==> src/rtl/sram_sp_req_ctrl.sv <==
// Request-side controller for a single-port SRAM macro.
// Merges independent valid/ready read and write channels into one macro access per cycle,
// zero-fills the array after reset, and catches the one-cycle-valid macro Q into a
// 2-entry in-order response buffer with backpressure.
module sram_sp_req_ctrl #(
   parameter int unsigned DATA_W        = 80,
   parameter int unsigned DEPTH         = 32,
   parameter int unsigned ADDR_W        = $clog2(DEPTH),
   parameter bit          INIT_ON_RESET = 1'b1
) (
   input  logic              CLK,
   input  logic              RSTB,
   input  logic              wr_valid,
   output logic              wr_ready,
   input  logic [ADDR_W-1:0] wr_addr,
   input  logic [DATA_W-1:0] wr_data,
   input  logic              rd_valid,
   output logic              rd_ready,
   input  logic [ADDR_W-1:0] rd_addr,
   output logic              resp_valid,
   input  logic              resp_ready,
   output logic [DATA_W-1:0] resp_data,
   output logic              init_done,
   output logic              sram_ceb,
   output logic              sram_web,
   output logic [ADDR_W-1:0] sram_a,
   output logic [DATA_W-1:0] sram_d,
   input  logic [DATA_W-1:0] sram_q
);

   typedef enum logic [0:0] {StInit, StRun} state_e;

   state_e            state_q;
   logic [ADDR_W-1:0] cnt_q;
   logic              init_done_q;
   logic              inflight_q;
   logic [DATA_W-1:0] fifo_mem_q [2];
   logic              fifo_wr_ptr_q;
   logic              fifo_rd_ptr_q;
   logic [1:0]        fifo_cnt_q;
   logic [ADDR_W-1:0] a_q;
   logic [DATA_W-1:0] d_q;

   logic       init_active;
   logic       wr_fire;
   logic       rd_fire;
   logic       push;
   logic       pop;
   logic [2:0] occ;
   logic [2:0] occ_after_pop;

   // The sweep is gated by RSTB so the macro is never enabled while reset is held.
   assign init_active = (state_q == StInit) & RSTB;

   assign init_done  = init_done_q;
   assign resp_valid = (fifo_cnt_q != 2'd0);
   assign resp_data  = fifo_mem_q[fifo_rd_ptr_q];

   // Reads are admitted only if the buffer can absorb every read already committed.
   assign pop           = resp_valid & resp_ready;
   assign occ           = {1'b0, fifo_cnt_q} + {2'b00, inflight_q};
   assign occ_after_pop = occ - {2'b00, pop};

   assign wr_ready = init_done_q;
   assign rd_ready = init_done_q & ~wr_valid & (occ_after_pop < 3'd2);
   assign wr_fire  = wr_valid & wr_ready;
   assign rd_fire  = rd_valid & rd_ready;

   // Q is only meaningful the cycle after a read; it is never sampled otherwise.
   assign push = inflight_q;

   // Macro request: init sweep, else write, else read, else idle with a/d held.
   always_comb begin
      sram_ceb = 1'b1;
      sram_web = 1'b1;
      sram_a   = a_q;
      sram_d   = d_q;
      if (init_active) begin
         sram_ceb = 1'b0;
         sram_web = 1'b0;
         sram_a   = cnt_q;
         sram_d   = '0;
      end else if (wr_fire) begin
         sram_ceb = 1'b0;
         sram_web = 1'b0;
         sram_a   = wr_addr;
         sram_d   = wr_data;
      end else if (rd_fire) begin
         sram_ceb = 1'b0;
         sram_a   = rd_addr;
      end
   end

   // Init sweep FSM: one zero write per cycle, then RUN with init_done set.
   always_ff @(posedge CLK or negedge RSTB) begin
      if (!RSTB) begin
         state_q     <= INIT_ON_RESET ? StInit : StRun;
         cnt_q       <= '0;
         init_done_q <= 1'b0;
      end else begin
         case (state_q)
            StInit: begin
               cnt_q <= cnt_q + ADDR_W'(1);
               if (cnt_q == ADDR_W'(DEPTH - 1)) begin
                  state_q     <= StRun;
                  init_done_q <= 1'b1;
               end
            end
            default: init_done_q <= 1'b1;
         endcase
      end
   end

   // Remember the last driven address/data so idle cycles do not toggle the macro pins.
   always_ff @(posedge CLK or negedge RSTB) begin
      if (!RSTB) begin
         a_q <= '0;
         d_q <= '0;
      end else begin
         a_q <= sram_a;
         d_q <= sram_d;
      end
   end

   // Marks the cycle in which sram_q carries read data.
   always_ff @(posedge CLK or negedge RSTB) begin
      if (!RSTB) begin
         inflight_q <= 1'b0;
      end else begin
         inflight_q <= rd_fire;
      end
   end

   // Two-entry in-order response buffer; push while full is safe only alongside a pop.
   always_ff @(posedge CLK or negedge RSTB) begin
      if (!RSTB) begin
         for (int i = 0; i < 2; i++) begin
            fifo_mem_q[i] <= '0;
         end
         fifo_wr_ptr_q <= 1'b0;
         fifo_rd_ptr_q <= 1'b0;
         fifo_cnt_q    <= 2'd0;
      end else begin
         if (push) begin
            fifo_mem_q[fifo_wr_ptr_q] <= sram_q;
            fifo_wr_ptr_q             <= ~fifo_wr_ptr_q;
         end
         if (pop) begin
            fifo_rd_ptr_q <= ~fifo_rd_ptr_q;
         end
         case ({push, pop})
            2'b10:   fifo_cnt_q <= fifo_cnt_q + 2'd1;
            2'b01:   fifo_cnt_q <= fifo_cnt_q - 2'd1;
            default: fifo_cnt_q <= fifo_cnt_q;
         endcase
      end
   end

endmodule

==> config.mk <==
export PLATFORM = sky130hd
export DESIGN_NAME = sram_sp_req_ctrl
export DESIGN_NICKNAME = d
export VERILOG_FILES = /design/src/rtl/sram_sp_req_ctrl.sv
export SDC_FILE = /design/constraint.sdc
export NUM_CORES = 1
export LEC_CHECK = 0
export BUFFER_PORTS_ARGS = -buffer_cell sky130_fd_sc_hd__buf_2
export CORE_UTILIZATION = 41
export DETAILED_ROUTE_END_ITERATION = 8
export GPL_TIMING_DRIVEN = 0
export PLACE_DENSITY_LB_ADDON = 0.15
export SLEW_MARGIN = 10
export SYNTH_ARGS = -nofsm -noshare
export SYNTH_HDL_FRONTEND = slang
export SYNTH_SLANG_ARGS = --single-unit
export TNS_END_PERCENT = 20
==> constraint.sdc <==
create_clock -name CLK -period 3.6 [get_ports CLK]
set_input_delay 0.9 -clock CLK [delete_from_list [all_inputs] [get_ports CLK]]
set_output_delay 0.9 -clock CLK [all_outputs]
set_load 0.05 [all_outputs]
==> parameters.txt <==
Parameter                              Value

Run status
  Status    finished with violations
  Failing checks    negative setup slack

Power
  Proportion of power drawn by combinational gates    0.471
  Sw Pwr    5.81 mW
  Leakage    6.92 nW
  Highest ir drop seen on vdd    0.000570 V
  PnR Total Power    13.6 mW
  Pint    7.83 mW
  Proportion of power drawn by flip-flops and latches    0.318
  Clock Power Share    0.212
  Pwr Density    950 nW/um^2
  Sw frac    0.426

STA
  Maximum achievable frequency    274 MHz
  Transition at the pin with the smallest max-transition slack    0.452 ns
  Minimum clock period after layout    ~3.6 ns
  RSZ-0062 raised after global routing    yes
  Total of endpoints with negative setup slack in the final report    5
  Clock tree skew after final layout    between 0.01 and 0.015 ns
  Hold Vio Cnt, Final    0
  Final cycle utilization of the critical path    1.01
  Worst slew margin relative to its limit    0.698
  Fin worst setup slack    -0.0462 ns
  Total count of max-transition violations in the final report    0

Critical path
  Category of the worst setup path launch point    primary input
  Critical path endpoint    sram_a[1]
  Source of the worst register-to-register timing path    fifo_cnt_q[0]
  Endpoint kind of the worst setup timing path    output pin
  Crit path arrival time    ~2.8 ns
  Worst setup path class    primary input to output pin
  Flop-to-flop setup slack    1.44 ns
  End of the worst register-to-register path    a_q[1]
  Largest fanout on the critical path    7
  First element of the critical path    resp_ready
  Crit path required time    2.70 ns
  Path depth of the worst reg2reg path    9

Yosys
  Post-synthesis sequential element count    257
  Post-Syn Instances    850
  Number of enable-type register cells in the synthesized netlist    0
  Async S/R FF share, synth    1.00
  Sequential-to-total area share from yosys stat    0.591
  Mapped Nets    1028
  Mean instance size in the synthesized netlist    12.8 sq um
  Count of synthesis-stage warnings from yosys    0
  Post-synth top flop    dfrtp_1
  Cell variety after synth    29
  Synthesized area    10900 sq um

Floorplanning
  Effective utilization at floorplan    0.417
  Std cell rows    approximately 60
  Floorplan die height    165 microns
  Number of top-level design ports    346
  Core area    26100 sq um
  Die Span X    165 microns
  Full die area    about 27000 sq um

Place
  Routability congestion estimate    0.790
  Placed Area    13100 sq um
  Post-Place Worst Slack    -0.825 ns
  Detailed placer's ending HPWL    18800 microns
  # port buffers    345

Clock tree
  Cts bufs inserted    29
  Clock input transition at the sequential cells of the worst setup and hold paths    about 0.06 ns
  CTS Root Cell    clkbuf_16
  H-Tree Level Count    1
  Clock tree from TritonCTS    yes
  Clock buffer depth    3
  Hold buffers post-CTS    0
  Num Clock Sinks    around 260
  Source-to-sink clock delay at the later pin of the worst-skew pair    0.53 ns

Layout
  Final instance area    ~14000 sq um
  NumNets Final    1415
  Area growth from synthesis to layout    32.0%
  Proportion of layout cells with a drive suffix above 1    0.536

Route
  Total DRC errors in the routed layout    0
  Met1 wire length    11200 microns
  Drt wl/cell    17.0 microns
  Number of iterations in the first detailed-routing pass    4
  Routed wl met3    2360 microns
  DRT iter0 DRCs    279
  Uppermost signal routing layer after detailed routing    met5
  Vias post-DR    7774
  Wirelength, routed    27300 microns
  Met2 WL post-DR    13100 microns
  Remaining number of nets flagged by the antenna check after routing    0
  Per-cell via count in the routed design    4.86

Global routing
  Wire length of the first global-routing pass    41400 microns
  Overflow left after global routing    0
  Overall track demand over capacity in global routing    0.196
  Number of antenna violations at the first check in global routing    5
  Pin count of the biggest net entering global routing    51
  Number of global-route vias before repair    7769

Run
  Max-Cap Viols    0

Min path
  Type of the most critical hold path    primary input to async pin
cell families after synthesis:
logic type	synth area share
buffers and inverters	0.0320
XOR/XNOR	0.00564
AND/OR/NAND/NOR	0.0680
adder cells (fa/ha/maj)	0.00414
AO/OA/AOI/OAI	0.0439
flip-flops	0.591
multiplexers	0.255
layout by cell type (no fill, tap or decap), types with 2 or more instances in the layout:
cell type	count
buf_2	362
dfrtp_1	256
mux2_2	215
nand2_1	164
a21oi_1	81
clkbuf_16	30
mux2_1	27
clkbuf_1	20
buf_6	18
clkbuf_8	9
clkbuf_4	7
xnor2_1	6
o21ai_2	6
clkinv_2	6
diode_2	5
a22oi_1	5
buf_4	5
bufbuf_16	5
mux2i_1	4
nor2_1	3
inv_1	2
nor2b_1	2
nand2b_1	2
or2_2	2
ha_1	2
buf_16	2
layer usage:
metal,track usage,vias to the layer above
met1,0.236,3772
met3,0.0648,42
met2,0.330,252
met5,0,-
met4,0.0592,4
li1,-,3704
registers in the layout, indices dropped and copies added (netlist names), 2 cells and up:
name and count:
a_q 5, cnt_q 5, d_q 80, fifo_cnt_q 2
fifo_mem_q 160
critical path: stages:
cell and delay (ns):
buf_6 0.10, nand2b_4 0.07, nor2_4 0.05, buf_4 0.13
fa_1 0.53, nand2_1 0.05, and4bb_1 0.25, buf_6 0.15
mux2i_2 0.25, o21ai_2 0.09, buf_6 0.17
worst min path at each step:
stage | from | endpoint | cells after the start
finish | RSTB | fifo_mem_q[131] | 1
global route | RSTB | fifo_mem_q[46] | 1
CTS | RSTB | fifo_mem_q[119] | 1
detailed placement | fifo_mem_q[117] | fifo_mem_q[117] | 1
global placement | fifo_mem_q[88] | fifo_mem_q[88] | 1
floorplan | fifo_mem_q[113] | fifo_mem_q[113] | 1
through the flow:
step	setup TNS [ns]	hold WS, ns	instances	util
2_1_floorplan	-0.347	0.454	850	-
3_3_place_gp	-1418.68	0.463	1530	0.501
3_5_place_dp	-66.82	0.471	1532	0.503
4_1_cts	-2.33	0.191	1594	0.550
5_1_grt	-0.791	0.204	1596	0.551
6_report	-0.114	0.218	1599	0.551
final cells by class:
type | count | area [sq um]
Multi-Input combinational cell | 534 | 4150
Fill cell | 2305 | 11700
Sequential cell | 257 | 6430
Antenna cell | 5 | 12.5
Clock inverter | 8 | 68.8
Clock buffer | 45 | 876
Timing Repair Buffer | 356 | 2040
Inverter | 2 | 7.51
Buffer | 57 | 353
Tap cell | 335 | 419
timing repair:
action | CTS | global route
buffers inserted | 4 | 0
setup endpoints to repair | 87 | 87
cloned | 5 | 1
endpoints found under the hold margin | 0 | 0
resized for setup | 20 | 11
pin swaps | 5 | 0
Yosys cell counts (all sizes together), types with 2 or more instances:
cell / number / area [sq um]
clkbuf: 13 / 48.8
ha: 2 / 25.0
or2: 2 / 12.5
a21oi: 81 / 405
xnor2: 6 / 52.6
nand2b: 3 / 18.8
mux2: 242 / 2730
nor2b: 3 / 18.8
nor2: 5 / 18.8
nand2: 164 / 616
dfrtp: 257 / 6430
a22oi: 5 / 37.5
o21ai: 7 / 35.0
inv: 2 / 7.51
buf: 44 / 292
mux2i: 5 / 50.1
power groups by stage:
stage          clock network, mW  logic [mW]  registers (mW)
4_1_cts                     2.97        6.49            4.33
3_5_place_dp                   0        6.41            4.39
6_report                    2.89        6.42            4.33
5_1_grt                     3.08        6.77            4.46
2_1_floorplan                  0        5.12            4.25
3_3_place_gp                   0        6.36            4.35
No activity file was read; power rests on OpenSTA's default activity.
